==> src/rtl/wavelet_env_pkg.sv <==
// Shared types and helpers for the wavelet envelope tracker.
// Optional hold counters: define WAVELET_ENV_HOLD_EN.
package wavelet_env_pkg;

  typedef enum logic {
    IDLE = 1'b0,
    SCAN = 1'b1
  } state_t;

  localparam int SUM_TRUNCATION_DEF = 8;
  localparam int MAG_W = SUM_TRUNCATION_DEF - 1;

  // |s| clamped to the largest positive value of a w-bit signed word
  function automatic int unsigned sat_abs(
    input int s,
    input int w
  );
    int unsigned lim;
    int unsigned a;
    lim = (32'd1 << (w - 1)) - 32'd1;
    a = (s < 0) ? int'(-s) : s;
    if (a > lim) a = lim;
    return a;
  endfunction

endpackage

==> src/rtl/wavelet_env_update.sv <==
// Single-channel envelope update, shared across the scan.
// Hold step exists only with WAVELET_ENV_HOLD_EN.
module wavelet_env_update
  import wavelet_env_pkg::*;
#(
  parameter int SUM_TRUNCATION = 8,
  parameter int DECAY_SHIFT = 4
`ifdef WAVELET_ENV_HOLD_EN
  ,
  parameter int HOLD_SAMPLES = 16,
  parameter int HOLD_W = 5
`endif
) (
  input  logic [SUM_TRUNCATION-1:0] sample,
  input  logic [SUM_TRUNCATION-2:0] env,
`ifdef WAVELET_ENV_HOLD_EN
  input  logic [HOLD_W-1:0]         hold,
  output logic [HOLD_W-1:0]         hold_next,
`endif
  output logic [SUM_TRUNCATION-2:0] env_next
);

  localparam int MW = SUM_TRUNCATION - 1;

  logic [MW-1:0] mag;
  logic [MW-1:0] dec;

  always_comb begin
    mag = MW'(sat_abs(int'($signed(sample)), SUM_TRUNCATION));
    dec = env >> DECAY_SHIFT;
    if (dec == '0) dec = MW'(1);
  end

  always_comb begin
    env_next = env;
`ifdef WAVELET_ENV_HOLD_EN
    hold_next = hold;
    if (mag >= env) begin
      env_next  = mag;
      hold_next = HOLD_W'(HOLD_SAMPLES);
    end else if (hold != '0) begin
      hold_next = hold - 1'b1;
    end else if (env != '0) begin
      env_next = env - dec;
    end
`else
    if (mag >= env) begin
      env_next = mag;
    end else if (env != '0) begin
      env_next = env - dec;
    end
`endif
  end

endmodule

==> src/rtl/wavelet_envelope_tracker.sv <==
// Per-channel peak-hold/decay envelope, scanned one channel per cycle.
// Optional hold counters: define WAVELET_ENV_HOLD_EN.
module wavelet_envelope_tracker
  import wavelet_env_pkg::*;
#(
  parameter int NUM_FILTERS = 8,
  parameter int SUM_TRUNCATION = 8,
  parameter int DECAY_SHIFT = 4,
  parameter int HOLD_SAMPLES = 16
) (
  input  logic                                  clk,
  input  logic                                  rst,
  input  logic [NUM_FILTERS*SUM_TRUNCATION-1:0] i_wavelet,
  input  logic                                  i_sample_valid,
  input  logic [7:0]                            i_select_channel,
  output logic [SUM_TRUNCATION-1:0]             o_envelope,
  output logic                                  o_busy,
  output logic                                  o_update_done,
  output logic                                  o_overrun
);

  localparam int MW = SUM_TRUNCATION - 1;
  localparam int IDX_W = (NUM_FILTERS > 1) ? $clog2(NUM_FILTERS) : 1;

  state_t                    state_q;
  logic [IDX_W-1:0]          idx_q;
  logic [SUM_TRUNCATION-1:0] snap_q [NUM_FILTERS];
  logic [MW-1:0]             env_q  [NUM_FILTERS];
  logic [MW-1:0]             env_nx;
  logic                      last;

`ifdef WAVELET_ENV_HOLD_EN
  localparam int HOLD_W = $clog2(HOLD_SAMPLES + 1);
  logic [HOLD_W-1:0] hold_q [NUM_FILTERS];
  logic [HOLD_W-1:0] hold_nx;
`endif

  assign last = (idx_q == IDX_W'(NUM_FILTERS - 1));
  assign o_busy = (state_q == SCAN);

  wavelet_env_update #(
    .SUM_TRUNCATION(SUM_TRUNCATION),
    .DECAY_SHIFT   (DECAY_SHIFT)
`ifdef WAVELET_ENV_HOLD_EN
    ,
    .HOLD_SAMPLES  (HOLD_SAMPLES),
    .HOLD_W        (HOLD_W)
`endif
  ) u_update (
    .sample   (snap_q[idx_q]),
    .env      (env_q[idx_q]),
`ifdef WAVELET_ENV_HOLD_EN
    .hold     (hold_q[idx_q]),
    .hold_next(hold_nx),
`endif
    .env_next (env_nx)
  );

  // Snapshot is only meaningful during SCAN, so it needs no reset
  always_ff @(posedge clk) begin
    if (state_q == IDLE && i_sample_valid) begin
      for (int k = 0; k < NUM_FILTERS; k++) begin
        snap_q[k] <= i_wavelet[k*SUM_TRUNCATION +: SUM_TRUNCATION];
      end
    end
  end

  always_ff @(posedge clk) begin
    if (rst) begin
      state_q       <= IDLE;
      idx_q         <= '0;
      o_update_done <= 1'b0;
      o_overrun     <= 1'b0;
      for (int k = 0; k < NUM_FILTERS; k++) begin
        env_q[k] <= '0;
`ifdef WAVELET_ENV_HOLD_EN
        hold_q[k] <= '0;
`endif
      end
    end else begin
      o_update_done <= 1'b0;
      unique case (state_q)
        IDLE: begin
          if (i_sample_valid) begin
            state_q <= SCAN;
            idx_q   <= '0;
          end
        end
        SCAN: begin
          env_q[idx_q] <= env_nx;
`ifdef WAVELET_ENV_HOLD_EN
          hold_q[idx_q] <= hold_nx;
`endif
          if (i_sample_valid) o_overrun <= 1'b1;
          if (last) begin
            state_q       <= IDLE;
            o_update_done <= 1'b1;
          end else begin
            idx_q <= idx_q + 1'b1;
          end
        end
      endcase
    end
  end

  always_ff @(posedge clk) begin
    if (rst) begin
      o_envelope <= '0;
    end else if (int'(i_select_channel) < NUM_FILTERS) begin
      o_envelope <= {1'b0, env_q[i_select_channel[IDX_W-1:0]]};
    end else begin
      o_envelope <= '0;
    end
  end

endmodule
==> config.mk <==
export PLATFORM = sky130hd
export DESIGN_NAME = wavelet_envelope_tracker
export DESIGN_NICKNAME = d
export VERILOG_FILES = /design/src/rtl/wavelet_env_pkg.sv /design/src/rtl/wavelet_env_update.sv /design/src/rtl/wavelet_envelope_tracker.sv
export SDC_FILE = /design/constraint.sdc
export NUM_CORES = 1
export LEC_CHECK = 0
export CAP_MARGIN = 10
export CORE_MARGIN = 2
export CORE_UTILIZATION = 43
export CTS_BUF_LIST = sky130_fd_sc_hd__clkbuf_4 sky130_fd_sc_hd__clkbuf_8 sky130_fd_sc_hd__clkbuf_16
export CTS_CLUSTER_DIAMETER = 150
export CTS_CLUSTER_SIZE = 8
export DETAILED_ROUTE_END_ITERATION = 7
export SLEW_MARGIN = 40
export SYNTH_ARGS = -nofsm -noshare
export SYNTH_HDL_FRONTEND = slang
export SYNTH_SLANG_ARGS = --single-unit
==> constraint.sdc <==
create_clock -name clk -period 5.6 [get_ports clk]
set_input_delay 0.56 -clock clk [delete_from_list [all_inputs] [get_ports clk]]
set_output_delay 0.56 -clock clk [all_outputs]
set_load 0.005 [all_outputs]
# Word level (Yosys, flattened, before mapping)

Memory sizes are Yosys's and may differ from the RTL's. A register that Yosys moved wholly into a read port is not among the register bits.
Cells that the tools add are included.

Order comparisons: 4
Add/subtract/negate cells: 3
Multiplexer cells: 26
Equal/unequal tests: 3
Bitwise logic cells: 2
Reductions and logical operators: 8

Operator list:

| operator            | count |
|---|---|
| $gt 32x7->1 const B | 1 |
| $mux 32             | 1 |
| $neg 8->32          | 1 |
| $mux 7              | 4 |
| $mux 3              | 8 |
| $mux 1              | 11 |
| $lt 8x1->1 const B  | 1 |
| $lt 8x4->1 const B  | 1 |
| $ge 7x7->1          | 1 |
| $logic_not 7->1     | 1 |
| $reduce_bool 7->1   | 1 |
| $reduce_or 7->1     | 1 |
| $sub 7x3->7         | 1 |
| $pmux 3 s2          | 1 |
| $ne 2x2->1 const B  | 2 |
| $reduce_and 2->1    | 2 |
| $reduce_or 2->1     | 2 |
| $add 3x1->3 const B | 1 |
| $eq 3x3->1 const B  | 1 |
| $not 1->1           | 2 |
| $pmux 1 s2          | 1 |
| $logic_and 1x1->1   | 1 |

Memories: 2
Memory bits (writable): 120
Word-level logic and storage cells: 53
Bits in registers: 7

Memories:

| name   | depth | width | rd ports | clocked after Yosys merged registers in | wr ports | RTL line                       | RTL |
|---|---|---|---|---|---|---|---|
| snap_q | 8     | 8     | 1        | 1                                       | 8        | wavelet_envelope_tracker.sv:27 | `logic [SUM_TRUNCATION-1:0] snap_q [NUM_FILTERS];` |
| env_q  | 8     | 7     | 2        | 2                                       | 8        | wavelet_envelope_tracker.sv:28 | `logic [MW-1:0] env_q [NUM_FILTERS];` |

# Longest topological paths before layout

Gate-level depths: netlist of run 1.

Depth after elaboration: 7
Depth in mapped cells: 17
Gate-level depth less buffers: 13

# By module

From an unflattened synthesis of run 1, not the netlist that was laid out.

Cells, all modules: 437
Area, all modules: 6,676.4 um^2

By module, submodules not included:

| module                   | area an instance (um^2) | cells each | times used |
|---|---|---|---|
| wavelet_envelope_tracker | 6,032.0                 | 348        | 1 |
| wavelet_env_update       | 644.4                   | 89         | 1 |

# Least setup slack after synthesis of run 1

OpenSTA, ideal clock, no wires.

Path kind: input -> register
Start: input port i_sample_valid
End: register (tool-made name)
Required time: 5.472 ns
Arrival time: 4.109 ns
Setup slack: 1.362 ns
Cell stages on the path: 4
Cell sequence: nor2b_1 > nor2_1 > a22oi_1 > nor2_1

RTL lines:

| item               | RTL line                       | RTL |
|---|---|---|
| start: declaration | wavelet_envelope_tracker.sv:14 | `input logic i_sample_valid,` |

==> out/metrics.yaml, run 1 <==
cp.required_ps: 5800
row_count: 46
outcome: "finished, final reports clean"
layout-drive-gt1-share_pct: 14.3
finalNetCount: 690
crit_fanout: 24
io_pins: 86
cts_buffers: 17
synth_area_um2: 6930
endpoint_kind: "register"
tightestPinTransition_ps: 843
avgSynthCellArea_um2: 13.5
seqCellArea_um2: 3930
layout_commonest_cell: "edfxtp_1"
worst_slack_ps: 657
power.share.sequential_pct: 42.9
initial_core_util_pct: 43.8
crit_type: "reg -> reg"
hold_violations: 0
max_cap_viol_count: 0
n_fill_cell: 1299
setup-tns-final_ps: 0
ant_nets: 0
ys_warn_count: 0
gp_congestion: 0.960
arrival_ps: 5150
dp_hpwl_mm: 13.0
cts_tree: "built"
r2r_end: "env_q[4][0]$_SDFFCE_PN0P_"
ys_types: 55
seq_area_frac_synth_pct: 56.6
async_reset_ff_share_pct: 0
grt_first_pass_wirelength_mm: 28.6
synth_fp_nets: 604
switching_power_uw: 792
hold_start: "o_overrun$_SDFFE_PP0P_"
clk_latency_ps: 420
dr.pass1.iters: 5
intPower_uw: 1980
grt_pass1_vias: 5166
avgViaCountPerCell: 6.10
rsz0062_at_grt: "no"
slew_headroom_pct: 43.6
area_growth_pct: 23.8
vdd_drop_max_mv: 0.227
clkPwrFrac_pct: 38.0
drt_iter0_drc: 588
fp.dieW_um: 131
clock_tree.root_cell: "clkbuf_16"
dieArea_um2: 17200
antenna_found_initial: 0
p_sw_share_pct: 28.6
n_antenna_cell: 0
clkSinkCount: 136
crit_path_end: "env_q[4][0]$_SDFFCE_PN0P_"
drc: 0
power_density_nw_per_um2: 323
hold_buffers: 0
slew_viol_final: 0
synthFlopType: "edfxtp_1"
reg2reg_setup_slack_ps: 660
synthCells: 515
post-route-util_pct: 54.2
fin_crit_sh_pct: 88.3
grt.overflow.total: 0
path_clk_slew_ps: 60
portBuffers: 84
reg2reg_depth: 14
synth-edff-count: 120
vias: 5060
wirelength_mm: 18.6
period_minus_slack_ps: 4940
post_cts_buffers: 0
fp.dieH_um: 131
p_leak_uw: 0.00293
core_um2: 15800
fmax_mhz: 202
p_comb_share_pct: 19.1
start_kind: "register"
finClkSkew_ps: 7.04
hold_class: "reg -> reg"
cts.path.max_buffers: 2
hold_path_depth: 2
final_cell_mix: "edfxtp_1 (120), clkdlybuf4s50_1 (83), a21oi_1 (40)"
htreeDepth: 4
grt_max_degree: 66
setup_violations: 0
wl_per_cell_um: 22.4
grtUsageTotal_pct: 23.0
ys_seq_elements: 136
multiInputGateArea_um2: 2870
pre_cts_slack_ps: 480
## metrics by stage
stage | cells | power, uW | hold slack, ps | instance area [um2]
after floorplan | 515 | 1540 | 460 | 6930
after global placement | 797 | 1710 | 458 | 8000
after detailed placement | 797 | 1720 | 473 | 8000
after CTS | 829 | 2770 | 494 | 8550
after global routing | 830 | 2880 | 556 | 8580
final | 830 | 2770 | 490 | 8580
## power by group through the flow
stage / combinational, uW / clock (uW) / sequential [uW]
after floorplan: 340 / 0 / 1200
final: 528 / 1050 / 1190
after CTS: 513 / 1070 / 1190
after detailed placement: 508 / 0 / 1210
after global routing: 567 / 1120 / 1190
after global placement: 500 / 0 / 1210
## state kept, by name, indices dropped and copies added (netlist names), named ones only
| name | flops |
|---|---|
| env_q | 56 |
| idx_q | 3 |
| o_busy | 1 |
| o_envelope | 7 |
| o_overrun | 1 |
| o_update_done | 1 |
| snap_q | 64 |
## final cells by class
type	count	area share (%)
sequential	136	45.7
multi-input combinational	343	33.4
timing repair buffer	95	10.8
clock buffer	18	5.05
tap	216	3.15
clock inverter	14	1.43
inverter	8	0.350
## worst min path at each step
stage                        endpoint  slack, ps
2_1_floorplan  o_overrun$_SDFFE_PP0P_        460
3_3_place_gp   o_overrun$_SDFFE_PP0P_        460
3_5_place_dp   o_overrun$_SDFFE_PP0P_        470
4_1_cts        o_overrun$_SDFFE_PP0P_        490
5_1_grt        o_overrun$_SDFFE_PP0P_        560
6_report       o_overrun$_SDFFE_PP0P_        490
## metal layers
metal,wire length (um),global-route usage (%)
met2,9140,37.0
met1,7620,29.9
met4,726,11.0
met5,0,0
met3,1130,4.93
## cell usage after synthesis, types with 12 or more instances
cell,number,share of area (%)
nand4_1,19,1.7
nand3_1,15,1.1
edfxtp_1,120,52
dfxtp_1,16,4.6
a21oi_1,41,3.0
o31ai_1,16,1.7
nor2_1,26,1.4
clkbuf_1,12,0.65
nand2b_1,12,1.1
nand2_1,34,1.8
ha_1,13,2.3
mux2i_1,36,5.2
mux4_2,34,11
## cells by family after synthesis
family                   Yosys count  share of synthesized area (%)
buffers and inverters             36                           2.20
flip-flops                       136                           56.6
XOR/XNOR                           3                          0.379
AO/OA/AOI/OAI                    106                           10.6
adder cells (fa/ha/maj)           14                           2.64
multiplexers                      73                           16.7
AND/OR/NAND/NOR                  146                           10.8
other                              1                         0.0541
## worst max-delay path, stage by stage (launching register included)
cell,delay (ps)
dfxtp_1,510
buf_4,440
mux4_2,570
mux2i_1,320
nand3_1,300
o41ai_2,440
buf_4,220
and2_1,140
ha_1,250
a21oi_1,130
o21ai_0,100
a31oi_1,220
o21a_1,310
nand2_2,350
o32ai_1,410
## repair_timing
item                                    CTS  global route
hold endpoints to repair                  0             0
resized for setup                         0             2
endpoints found under the setup margin    0            22
(Power assumes the default switching activity.)
==> run 2: changes to the inputs <==
--- a/config.mk
+++ b/config.mk
@@ -6,7 +6,7 @@
 export NUM_CORES = 1
 export LEC_CHECK = 0
 export CAP_MARGIN = 10
-export CORE_MARGIN = 2
+export CORE_MARGIN = 5
 export CORE_UTILIZATION = 43
 export CTS_BUF_LIST = sky130_fd_sc_hd__clkbuf_4 sky130_fd_sc_hd__clkbuf_8 sky130_fd_sc_hd__clkbuf_16
 export CTS_CLUSTER_DIAMETER = 150
==> constraint.sdc (replaced) <==
create_clock -name clk -period 5.14 [get_ports clk]
set_input_delay 0.514 -clock clk [delete_from_list [all_inputs] [get_ports clk]]
set_output_delay 0.514 -clock clk [all_outputs]
set_load 0.005 [all_outputs]
==> out/metrics.yaml, run 2 (same netlist as run 1, synthesis figures left out) <==
dr.pass1.iters: 5  # unchanged
p_leak_uw: 0.00297  # was 0.00293 uW
wl_met2_mm: 9.39  # was 9.14 mm
finalNetCount: 697  # was 690
slew_headroom_pct: 45.0  # was 43.6%
fin_crit_sh_pct: 89.1  # was 88.3%
n_fill_cell: 1305  # was 1299
ant_nets: 0  # unchanged
antenna_found_initial: 0  # unchanged
reg.largest.list: "snap_q (64), env_q (56), o_envelope (7)"  # unchanged
largest_reg_flops: 64  # unchanged
post-route-util_pct: 54.7  # was 54.2%
p_sw_share_pct: 28.2  # was 28.6%
core_um2: 15800  # unchanged
fmax_mhz: 218  # was 202 MHz
dp_hpwl_mm: 13.4  # was 13.0 mm
top_register: "snap_q"  # unchanged
cts_buffers: 17  # unchanged
dr_wl_met3_mm: 1.34  # was 1.13 mm
slew_viol_final: 0  # unchanged
outcome: "finished, final reports clean"  # unchanged
fin_hold_ws_ps: 485  # was 490 ps
cts.path.max_buffers: 2  # unchanged
cp.required_ps: 5370  # was 5800 ps
period_minus_slack_ps: 4580  # was 4940 ps
start_kind: "register"  # unchanged
n_antenna_cell: 0  # unchanged
drc: 0  # unchanged
clock_tree.root_cell: "clkbuf_16"  # unchanged
hold_violations: 0  # unchanged
row_count: 46  # unchanged
hold_class: "reg -> reg"  # unchanged
wl_per_cell_um: 22.4  # about the same
htreeDepth: 4  # unchanged
grt_max_degree: 65  # was 66
max_cap_viol_count: 0  # unchanged
setup_violations: 0  # unchanged
grt_pass1_vias: 5185  # was 5166
clkSinkCount: 136  # unchanged
avgViaCountPerCell: 5.99  # was 6.10
setup-tns-final_ps: 0  # unchanged
wl_met1_mm: 7.55  # was 7.62 mm
path_clk_slew_ps: 60  # about the same
switching_power_uw: 864  # was 792 uW
finClkSkew_ps: 17.5  # was 7.04 ps
dieArea_um2: 18800  # was 17200 um2
fp.dieW_um: 137  # was 131 um
p_comb_share_pct: 18.9  # was 19.1%
fp.dieH_um: 137  # was 131 um
grt_first_pass_wirelength_mm: 29.2  # was 28.6 mm
power.share.sequential_pct: 42.2  # was 42.9%
grtUsageTotal_pct: 21.0  # was 23.0%
vias: 5015  # was 5060
power_density_nw_per_um2: 354  # was 323 nW/um2
gp_congestion: 0.917  # was 0.960
drt_iter0_drc: 524  # was 588
intPower_uw: 2200  # was 1980 uW
crit_fanout: 24  # unchanged
layout_commonest_cell: "edfxtp_1"  # unchanged
portBuffers: 84  # unchanged
initial_core_util_pct: 43.8  # unchanged
grt.overflow.total: 0  # unchanged
endpoint_kind: "register"  # unchanged
rsz0062_at_grt: "no"  # unchanged
tightestPinTransition_ps: 822  # was 843 ps
clkPwrFrac_pct: 38.8  # was 38.0%
final_cell_mix: "edfxtp_1 (120), clkdlybuf4s50_1 (83), a21oi_1 (40)"  # unchanged
cts_tree: "built"  # unchanged
highest-signal-layer: "met4"  # unchanged
layout-drive-gt1-share_pct: 15.5  # was 14.3%
io_pins: 86  # unchanged
wirelength_mm: 18.8  # was 18.6 mm
arrival_ps: 4810  # was 5150 ps
clk_latency_ps: 430  # was 420 ps
vdd_drop_max_mv: 0.285  # was 0.227 mV
area_growth_pct: 24.9  # was 23.8%
crit_type: "reg -> reg"  # unchanged
## run 2: cell count changes in the layout (fill, tap and decap cells not counted), sizes merged
cell and change:
buf +7, bufinv +1, inv -3, clkinv +2
clkbuf -1, clkinvlp +1
## run 2: final timing paths
| kind | startpoint | to | slack, ps | depth (start not counted) |
|---|---|---|---|---|
| hold / removal | o_overrun$_SDFFE_PP0P_ | o_overrun$_SDFFE_PP0P_ | 490 | 2 |
| setup reg to reg | register | env_q[7][0]$_SDFFCE_PN0P_ | 560 | 14 |
| hold reg to reg | o_overrun$_SDFFE_PP0P_ | o_overrun$_SDFFE_PP0P_ | 490 | 2 |
| setup / recovery | register | env_q[7][0]$_SDFFCE_PN0P_ | 560 | 14 |
## run 2: worst max-delay path, cell delays in order, from the launching register on
cell	delay, ps
dfxtp_1	410
buf_4	320
mux4_2	550
mux2i_1	310
nand3_1	300
o41ai_2	400
buf_4	210
and2_1	140
ha_1	240
a21oi_1	120
o21ai_0	90
a31oi_1	220
o21a_1	310
nand2_2	360
o32ai_1	380
## run 2: power groups by stage
stage / clock network (uW) / registers, uW / logic, uW
finish: 1190 / 1290 / 580
global route: 1250 / 1300 / 630
CTS: 1200 / 1290 / 565
detailed placement: 0 / 1320 / 562
global placement: 0 / 1320 / 551
floorplan: 0 / 1310 / 370
## run 2: layout make-up
class	count	area (um2)	share of cell area (%)
flip-flops and latches	136	3930	45.3
multi-input cells	343	2870	33.1
repair buffers	102	983	11.4
clock buffers	17	425	4.91
well taps	216	270	3.12
clock inverters	15	153	1.76
inverters	8	30.0	0.347
## run 2: metrics by stage
step | power [uW] | cell area [um2] | cells | setup slack, ps
floorplan | 1680 | 6930 | 515 | 948
global placement | 1870 | 8060 | 804 | 373
detailed placement | 1880 | 8050 | 804 | 183
CTS | 3060 | 8630 | 836 | 152
global route | 3180 | 8660 | 837 | 72.9
finish | 3060 | 8660 | 837 | 559
## run 2: routing by layer
| layer | up-vias | track usage (%) |
|---|---|---|
| li1 | 2267 | - |
| met3 | 40 | 5.44 |
| met2 | 230 | 34.8 |
| met1 | 2478 | 26.1 |
| met4 | 0 | 8.65 |
| met5 | - | 0 |
## run 2: timing repair
| action | 4_1_cts | 5_1_grt |
|---|---|---|
| setup endpoints to repair | 0 | 1 |
| buffers inserted | 0 | 0 |
| hold buffers | 0 | 0 |
| gates resized for setup | 0 | 1 |
